==> config.mk <==
export PLATFORM = sky130hd
export DESIGN_NAME = adc128s052_emu
export DESIGN_NICKNAME = d
export VERILOG_FILES = /design/src/rtl/adc128s052_emu.sv
export SDC_FILE = /design/constraint.sdc
export NUM_CORES = 1
export LEC_CHECK = 0
export CAP_MARGIN = 15
export CORE_UTILIZATION = 45
export DETAILED_ROUTE_END_ITERATION = 8
export GPL_ROUTABILITY_DRIVEN = 0
export PLACE_DENSITY = 0.86
export SLEW_MARGIN = 20
export SYNTH_ARGS = -nofsm -noshare
export SYNTH_HDL_FRONTEND = slang
export SYNTH_SLANG_ARGS = --single-unit
==> constraint.sdc <==
create_clock -name clk -period 5.6 [get_ports clk]
set_input_delay 1.12 -clock clk [delete_from_list [all_inputs] [get_ports clk]]
set_output_delay 1.12 -clock clk [all_outputs]
set_load 0.02 [all_outputs]
==> src/rtl/adc128s052_emu.sv <==
// Behavioural emulator of an ADC128S052 SPI slave: the master selects a channel per frame and
// reads back a 16-bit word. Define ADC_EMU_FRAME_ERR_EN to build short-frame detection.
module adc128s052_emu #(
    parameter int unsigned SYNC_STAGES = 2
) (
    input  logic        clk,
    input  logic        rstn,
    input  logic        adc_cs_n,
    input  logic        adc_sclk,
    input  logic        adc_din,
    output logic        adc_dout,
    input  logic [95:0] ch_data,
    output logic [2:0]  cur_ch,
    output logic        busy,
    output logic        frame_done,
    output logic        frame_err
);

    typedef enum logic [1:0] {StIdle, StShift, StHold} state_e;

    logic [SYNC_STAGES-1:0] cs_sync_q, sclk_sync_q, din_sync_q;
    logic                   cs_dly_q, sclk_dly_q;
    logic                   cs_s, sclk_s, din_s;
    logic                   cs_fall, cs_rise, sclk_fall, sclk_rise;

    state_e      state_q, state_d;
    logic [15:0] shreg_q, shreg_d;
    logic [4:0]  cnt_q, cnt_d;
    logic [2:0]  addr_q, addr_d;
    logic [2:0]  cur_ch_q, cur_ch_d;
    logic        done_q, done_d;
    logic [11:0] ch_arr [8];

    // Presetting to 1 makes reset look like an idle bus: CS inactive, SCLK high.
    always_ff @(posedge clk or negedge rstn) begin
        if (!rstn) begin
            cs_sync_q   <= '1;
            sclk_sync_q <= '1;
            din_sync_q  <= '1;
            cs_dly_q    <= 1'b1;
            sclk_dly_q  <= 1'b1;
        end else begin
            cs_sync_q   <= {cs_sync_q[SYNC_STAGES-2:0], adc_cs_n};
            sclk_sync_q <= {sclk_sync_q[SYNC_STAGES-2:0], adc_sclk};
            din_sync_q  <= {din_sync_q[SYNC_STAGES-2:0], adc_din};
            cs_dly_q    <= cs_s;
            sclk_dly_q  <= sclk_s;
        end
    end

    assign cs_s      = cs_sync_q[SYNC_STAGES-1];
    assign sclk_s    = sclk_sync_q[SYNC_STAGES-1];
    assign din_s     = din_sync_q[SYNC_STAGES-1];
    assign cs_fall   = cs_dly_q & ~cs_s;
    assign cs_rise   = ~cs_dly_q & cs_s;
    assign sclk_fall = sclk_dly_q & ~sclk_s;
    assign sclk_rise = ~sclk_dly_q & sclk_s;

    always_comb begin
        for (int i = 0; i < 8; i++) begin
            ch_arr[i] = ch_data[12*i +: 12];
        end
    end

`ifdef ADC_EMU_FRAME_ERR_EN
    logic err_q, err_d;
`endif

    always_comb begin
        state_d  = state_q;
        shreg_d  = shreg_q;
        cnt_d    = cnt_q;
        addr_d   = addr_q;
        cur_ch_d = cur_ch_q;
        done_d   = 1'b0;
`ifdef ADC_EMU_FRAME_ERR_EN
        err_d    = 1'b0;
`endif
        unique case (state_q)
            StIdle: begin
                shreg_d = '0;
                if (cs_fall) begin
                    // Track/hold: the word is frozen at CS fall.
                    state_d = StShift;
                    shreg_d = {4'b0000, ch_arr[cur_ch_q]};
                    cnt_d   = '0;
                end
            end
            StShift: begin
                // CS rise wins over any coincident SCLK edge.
                if (cs_rise) begin
                    state_d = StIdle;
                    shreg_d = '0;
`ifdef ADC_EMU_FRAME_ERR_EN
                    err_d   = 1'b1;
`endif
                end else if (sclk_fall) begin
                    shreg_d = {shreg_q[14:0], 1'b0};
                end else if (sclk_rise) begin
                    cnt_d = cnt_q + 5'd1;
                    if (cnt_q >= 5'd2 && cnt_q <= 5'd4) begin
                        addr_d = {addr_q[1:0], din_s};
                    end
                    if (cnt_q == 5'd15) begin
                        state_d = StHold;
                        shreg_d = '0;
                    end
                end
            end
            StHold: begin
                shreg_d = '0;
                if (cs_rise) begin
                    state_d  = StIdle;
                    cur_ch_d = addr_q;
                    done_d   = 1'b1;
                end
            end
            default: begin
                state_d = StIdle;
                shreg_d = '0;
            end
        endcase
    end

    always_ff @(posedge clk or negedge rstn) begin
        if (!rstn) begin
            state_q  <= StIdle;
            shreg_q  <= '0;
            cnt_q    <= '0;
            addr_q   <= '0;
            cur_ch_q <= '0;
            done_q   <= 1'b0;
        end else begin
            state_q  <= state_d;
            shreg_q  <= shreg_d;
            cnt_q    <= cnt_d;
            addr_q   <= addr_d;
            cur_ch_q <= cur_ch_d;
            done_q   <= done_d;
        end
    end

`ifdef ADC_EMU_FRAME_ERR_EN
    always_ff @(posedge clk or negedge rstn) begin
        if (!rstn) begin
            err_q <= 1'b0;
        end else begin
            err_q <= err_d;
        end
    end
    assign frame_err = err_q;
`else
    assign frame_err = 1'b0;
`endif

    assign adc_dout   = shreg_q[15];
    assign busy       = (state_q != StIdle);
    assign cur_ch     = cur_ch_q;
    assign frame_done = done_q;

endmodule

# Word-level counts from Yosys, hierarchy flattened
# Cells that the tools add are included.
totals:
  regBits: 38
  latchBits: 0
  ram_bits: 0
  mem_bits_ro: 0
  in_bits: 101
  out_inout_bits: 7
  n_memories: 0
op_classes:
  addsub: 1
  n_mul: 0
  div_mod_pow: 0
  order_cmp: 3
  n_eq_ne: 13
  n_shift: 0
  n_mux: 23
  n_bitwise: 11
  n_reduce_logical: 9
op_table:
  columns: ["op", "count"]
  rows:
  - ["$mux 16", 4]
  - ["$bmux 12 s3", 1]
  - ["$mux 12", 3]
  - ["$pmux 16 s2", 1]
  - ["$mux 5", 4]
  - ["$reduce_and 5->1", 3]
  - ["$mux 2", 6]
  - ["$ne 2x2->1 const B", 5]
  - ["$pmux 5 s2", 1]
  - ["$ne 3x3->1 const B", 3]
  - ["$ne 4x4->1 const B", 2]
  - ["$not 1->1", 6]
  - ["$pmux 2 s3", 1]
  - ["$add 5x1->5 const B", 1]
  - ["$eq 5x4->1 const B", 1]
  - ["$ge 5x2->1 const B", 1]
  - ["$le 5x3->1 const B", 1]
  - ["$and 1x1->1", 4]
  - ["$ge 4x4->1 const B", 1]
  - ["$not 3->4", 1]
  - ["$reduce_and 2->1", 2]
  - ["$reduce_bool 2->1", 2]
  - ["$eq 2x1->1 const B", 1]
  - ["$eq 2x2->1 const B", 1]
  - ["3 further kinds", 4]

# Logic depth before layout (Yosys ltp)
logic_depth:
  word_depth: 6
  ltp_mapped: 7
  depth_no_buf: 6

# Worst setup path after synthesis
# OpenSTA, ideal clock, no wires.
synth_timing:
  kind: "input to register"
  from: "input port ch_data[46]"
  to: "register shreg_q[10]"
  setup_ps: 126
  arrival_ps: 1848
  required_ps: 5474
  slack_ps: 3626
  cell_stages: 4
  n_path_buf: 0
  path_cell_list: "mux2_1 -> o22ai_1 -> nor3_1 -> a221o_1"
synth_via:
  elab_chain_cells: 5
synth_lines:
  columns: ["item", "line_no", "text"]
  rows:
  - ["start: declaration", "12", "input logic [95:0] ch_data,"]
  - ["$bmux 12 s3", "85", "shreg_d = {4'b0000, ch_arr[cur_ch_q]};"]
  - ["$mux 12 (implied by the code) (2 in series)", "85", null]
  - ["$mux 12", "82", "if (cs_fall) begin"]
  - ["$pmux 16 s2", "79", "unique case (state_q)"]
  - ["end signal: assignment", "135", "shreg_q <= shreg_d;"]
  - ["end: declaration", "27", "logic [15:0] shreg_q, shreg_d;"]
# Every way passes these cells. The select of a mux whose other input is x is not followed.
# A chain may end at the register's enable or synchronous reset.

# Worst setup path in the final report
layout_timing:
  from: "register cur_ch_q[1], in the netlist cur_ch[1]"
  to: "output port cur_ch[1]"
layout_lines:
  columns: ["item", "line_no", "text"]
  rows:
  - ["start: declaration", "30", "logic [2:0] cur_ch_q, cur_ch_d;"]
  - ["start signal: assignment", "138", "cur_ch_q <= cur_ch_d;"]
  - ["end: declaration", "13", "output logic [2:0] cur_ch,"]
# No word-level cell between the ends.

==> impl_metrics.xml <==
<?xml version="1.0" encoding="UTF-8"?>
<metrics>
  <group name="outcome">
    <metric name="run_status" unit="">completed</metric>
  </group>
  <group name="pwr">
    <metric name="power.ir.vdd_worst" unit="mV">0.131</metric>
    <metric name="power_per_cell_area" unit="nW/um^2">219</metric>
    <metric name="cellLeakagePower" unit="nW">1.42</metric>
  </group>
  <group name="finish">
    <metric name="fillers" unit="">367</metric>
    <metric name="insertedDiodeCount" unit="">0</metric>
    <metric name="register_cell_area_after_layout" unit="sq um">962</metric>
    <metric name="final_net_count" unit="">411</metric>
    <metric name="layout-area-overhead-vs-synth" unit="%">49.6</metric>
    <metric name="share_of_layout_cells_above_drive_strength_1" unit="%">14.6</metric>
    <metric name="layoutNonFillerInstCount" unit="">378</metric>
    <metric name="mostFrequentLayoutCells" unit="">sky130_fd_sc_hd__clkdlybuf4s50_1, sky130_fd_sc_hd__dfrtp_1, sky130_fd_sc_hd__mux2i_1</metric>
    <metric name="multi_input_comb_area" unit="sq um">1320</metric>
    <metric name="layout_commonest_cell" unit="">sky130_fd_sc_hd__clkdlybuf4s50_1</metric>
  </group>
  <group name="global_routing">
    <metric name="gr-total-overflow" unit="">0</metric>
    <metric name="gr-usage-all-layers" unit="%">22.9</metric>
    <metric name="wire_length_of_the_first_global_routing_pass" unit="um">9430</metric>
    <metric name="initial_antenna_violation_count" unit="">0</metric>
    <metric name="via_count_of_the_first_global_routing_pass" unit="">2029</metric>
    <metric name="grt_start_max_net_pins" unit="">50</metric>
  </group>
  <group name="hold_path">
    <metric name="timing.hold.worst_endpoint" unit="">cs_sync_q[1]</metric>
    <metric name="worstHoldPathType" unit="">reg -&gt; reg</metric>
    <metric name="worst_hold_path_cell_count" unit="">0</metric>
    <metric name="holdCritStartpoint" unit="">cs_sync_q[0]</metric>
  </group>
  <group name="sta">
    <metric name="worstMarginPinSlew" unit="ns">0.893</metric>
    <metric name="drv_slew" unit="">0</metric>
    <metric name="grt_setup_unrepaired" unit="">no</metric>
    <metric name="setup_total_negative_slack" unit="ns">0</metric>
    <metric name="timing.fmax" unit="GHz">0.330</metric>
    <metric name="final.setup.worst_slack" unit="ns">2.57</metric>
    <metric name="setup_violations" unit="">0</metric>
    <metric name="timing.final.crit_period" unit="ns">3.03</metric>
    <metric name="worst_slew_margin_relative_to_its_limit" unit="%">40.5</metric>
    <metric name="hold_ws" unit="ns">0.359</metric>
    <metric name="final_hold_viol_count" unit="">0</metric>
    <metric name="clock_skew" unit="ns">0.00507</metric>
    <metric name="period_share" unit="%">54.1</metric>
  </group>
  <group name="critical_path">
    <metric name="r2r.worst_path.cells" unit="">5</metric>
    <metric name="reg2reg_from" unit="">cnt_q[0]</metric>
    <metric name="timing.critical_path.cells" unit="">buf_4 -&gt; clkdlybuf4s50_1</metric>
    <metric name="r2r_end" unit="">shreg_q[7]</metric>
    <metric name="critPathCaptureType" unit="">output port</metric>
    <metric name="worst_setup_path_startpoint" unit="">cur_ch[1]</metric>
    <metric name="crit_path_max_incr_delay" unit="ns">0.73</metric>
    <metric name="cpMaxStageDelayCell" unit="">sky130_fd_sc_hd__clkdlybuf4s50_1</metric>
    <metric name="worst-r2r-setup-slack" unit="ns">3.34</metric>
    <metric name="crit_arrival" unit="ns">1.91</metric>
    <metric name="worst-path-max-fanout" unit="">49</metric>
    <metric name="required" unit="ns">4.48</metric>
    <metric name="worst_setup_path_start_kind" unit="">flip-flop</metric>
    <metric name="worst-setup-path-type" unit="">reg -&gt; out</metric>
  </group>
  <group name="logic_synthesis">
    <metric name="top_cell_type_by_total_area_after_synthesis" unit="">sky130_fd_sc_hd__dfrtp_1</metric>
    <metric name="syn-cell-area" unit="sq um">2400</metric>
    <metric name="synth.yosys.warnings" unit="">0</metric>
    <metric name="synth.distinct_cells" unit="">43</metric>
    <metric name="synth-seq-area-share" unit="%">40.1</metric>
    <metric name="synth.ff_latch_count" unit="">38</metric>
    <metric name="syn_area_per_cell" unit="sq um">11.5</metric>
    <metric name="synth.net_count" unit="">312</metric>
    <metric name="synth-main-ff-cell" unit="">sky130_fd_sc_hd__dfrtp_1</metric>
    <metric name="synth_cells" unit="">208</metric>
    <metric name="ranking_of_synthesized_cells_by_area" unit="">sky130_fd_sc_hd__dfrtp_1, sky130_fd_sc_hd__mux2i_1, sky130_fd_sc_hd__dfstp_2, sky130_fd_sc_hd__mux2_2, sky130_fd_sc_hd__mux2_1</metric>
    <metric name="number_of_enable_type_register_cells_in_the_synthesized_netlist" unit="">0</metric>
    <metric name="ys_async_sr_fraction" unit="%">100</metric>
    <metric name="synth_top_cell_area_share" unit="%">31.3</metric>
  </group>
  <group name="cts">
    <metric name="cts_setup_buffers" unit="">0</metric>
    <metric name="cts-buffers-inserted" unit="">5</metric>
    <metric name="root_buffer" unit="">sky130_fd_sc_hd__clkbuf_8</metric>
    <metric name="clock_sinks" unit="">38</metric>
    <metric name="clock_latency" unit="ns">0.29</metric>
    <metric name="cts_tree" unit="">built</metric>
    <metric name="cts_resized" unit="">0</metric>
    <metric name="cts_hold_buffers" unit="">0</metric>
    <metric name="ctsHtreeMaxLevel" unit="">2</metric>
    <metric name="clk_transition_reported_paths" unit="ns">0.07</metric>
    <metric name="cts_max_path_buffers" unit="">2</metric>
  </group>
  <group name="routing">
    <metric name="drc" unit="">0</metric>
    <metric name="number_of_iterations_in_the_first_detailed_routing_pass" unit="">4</metric>
    <metric name="drt-wirelength-per-cell" unit="um">16.1</metric>
    <metric name="post_drt_via_cell_ratio" unit="">5.52</metric>
    <metric name="final_antenna_net_count" unit="">0</metric>
    <metric name="postRouteWirelength" unit="um">6080</metric>
    <metric name="vias" unit="">2085</metric>
    <metric name="dr.first_iter.drc_count" unit="">158</metric>
  </group>
  <group name="run">
    <metric name="cap_violations" unit="">0</metric>
  </group>
  <group name="floorplan">
    <metric name="initial_utilization" unit="%">46.9</metric>
    <metric name="die_h" unit="um">75.0</metric>
    <metric name="core" unit="sq um">5110</metric>
    <metric name="num_io_pins" unit="">108</metric>
    <metric name="fp.dieArea" unit="sq um">5620</metric>
    <metric name="fp.dieW" unit="um">75.0</metric>
    <metric name="rows" unit="">26</metric>
  </group>
  <group name="place">
    <metric name="portBuffers" unit="">106</metric>
    <metric name="dp_hpwl" unit="um">4770</metric>
    <metric name="dp_worst_slack" unit="ns">2.88</metric>
    <metric name="placed_cells" unit="">370</metric>
  </group>
</metrics>
area by class of cell:
type	instances	share of cell area, %
Clock buffer	6	2.30
Clock inverter	2	1.68
Inverter	2	0.209
Multi-Input combinational cell	153	36.9
Sequential cell	38	26.8
Tap cell	70	2.44
Timing Repair Buffer	107	29.7
power breakdown:
group          switching (mW)  leakage, nW  internal [mW]  total [mW]
clock                  0.0982       0.0714          0.190       0.288
sequential             0.0245        0.492          0.301       0.326
combinational          0.0624        0.852          0.108       0.170
per-stage QoR:
stage / instance area [sq um] / utilization, % / total power [mW]
after CTS: 3580 / 70.2 / 0.787
after floorplan: 2400 / - / 0.408
after global routing: 3580 / 70.2 / 0.819
final: 3580 / 70.2 / 0.784
after global placement: 3440 / 67.4 / 0.494
after detailed placement: 3440 / 67.4 / 0.501
cell usage after synthesis, types with 2 or more instances:
cell type	instances
sky130_fd_sc_hd__a21oi_1	3
sky130_fd_sc_hd__a221o_1	11
sky130_fd_sc_hd__a22o_1	15
sky130_fd_sc_hd__and2b_4	2
sky130_fd_sc_hd__and3_1	2
sky130_fd_sc_hd__buf_2	4
sky130_fd_sc_hd__buf_4	3
sky130_fd_sc_hd__buf_6	3
sky130_fd_sc_hd__clkbuf_1	4
sky130_fd_sc_hd__dfrtp_1	30
sky130_fd_sc_hd__dfstp_2	8
sky130_fd_sc_hd__ha_1	3
sky130_fd_sc_hd__inv_1	2
sky130_fd_sc_hd__mux2_1	12
sky130_fd_sc_hd__mux2_2	16
sky130_fd_sc_hd__mux2i_1	24
sky130_fd_sc_hd__nand2_1	6
sky130_fd_sc_hd__nand2b_1	4
sky130_fd_sc_hd__nand3_1	3
sky130_fd_sc_hd__nand3b_1	2
sky130_fd_sc_hd__nor2_1	6
sky130_fd_sc_hd__nor2b_1	2
sky130_fd_sc_hd__nor3_1	12
sky130_fd_sc_hd__o22ai_1	11
sky130_fd_sc_hd__o31ai_1	2
state kept, by name, summed over array words and instances (netlist names):
name         count
sclk_dly_q       1
shreg_q         16
frame_done       1
cnt_q            5
sclk_sync_q      2
cs_sync_q        2
cs_dly_q         1
state_q          2
din_sync_q       2
cur_ch           3
addr_q           3
how the worst max path moves through the flow:
stage                              to  slack [ns]
final                       cur_ch[1]        2.57
after global routing        cur_ch[1]        2.48
after CTS                   cur_ch[1]        2.56
after detailed placement    cur_ch[1]        2.88
after global placement      cur_ch[1]        2.89
after floorplan           shreg_q[10]        3.63
kinds of logic (layout without fill, tap and decap cells):
group	after synthesis	after routing	share of synthesized area, %
multiplexers	53	53	24.1
AO/OA/AOI/OAI	49	49	17.3
AND/OR/NAND/NOR	46	46	11.6
flip-flops	38	38	40.1
buffers and inverters	17	117	4.75
adder cells (fa/ha/maj)	3	3	1.57
other	1	1	0.157
XOR/XNOR	1	1	0.366
worst max-delay path, delay by kind of cell (launching register included):
| kind | cells | cell delay [ns] |
|---|---|---|
| buffers and inverters | 2 | 1.26 |
| DFF | 1 | 0.34 |
routing by layer:
layer,GRT usage [%],share of wire (%),up-vias
met1,29.9,42,1015
li1,-,-,995
met3,5.09,5.1,7
met5,0,0,-
met4,7.55,1.2,0
met2,37.9,52,68
Power figures use the tool's default switching activity.
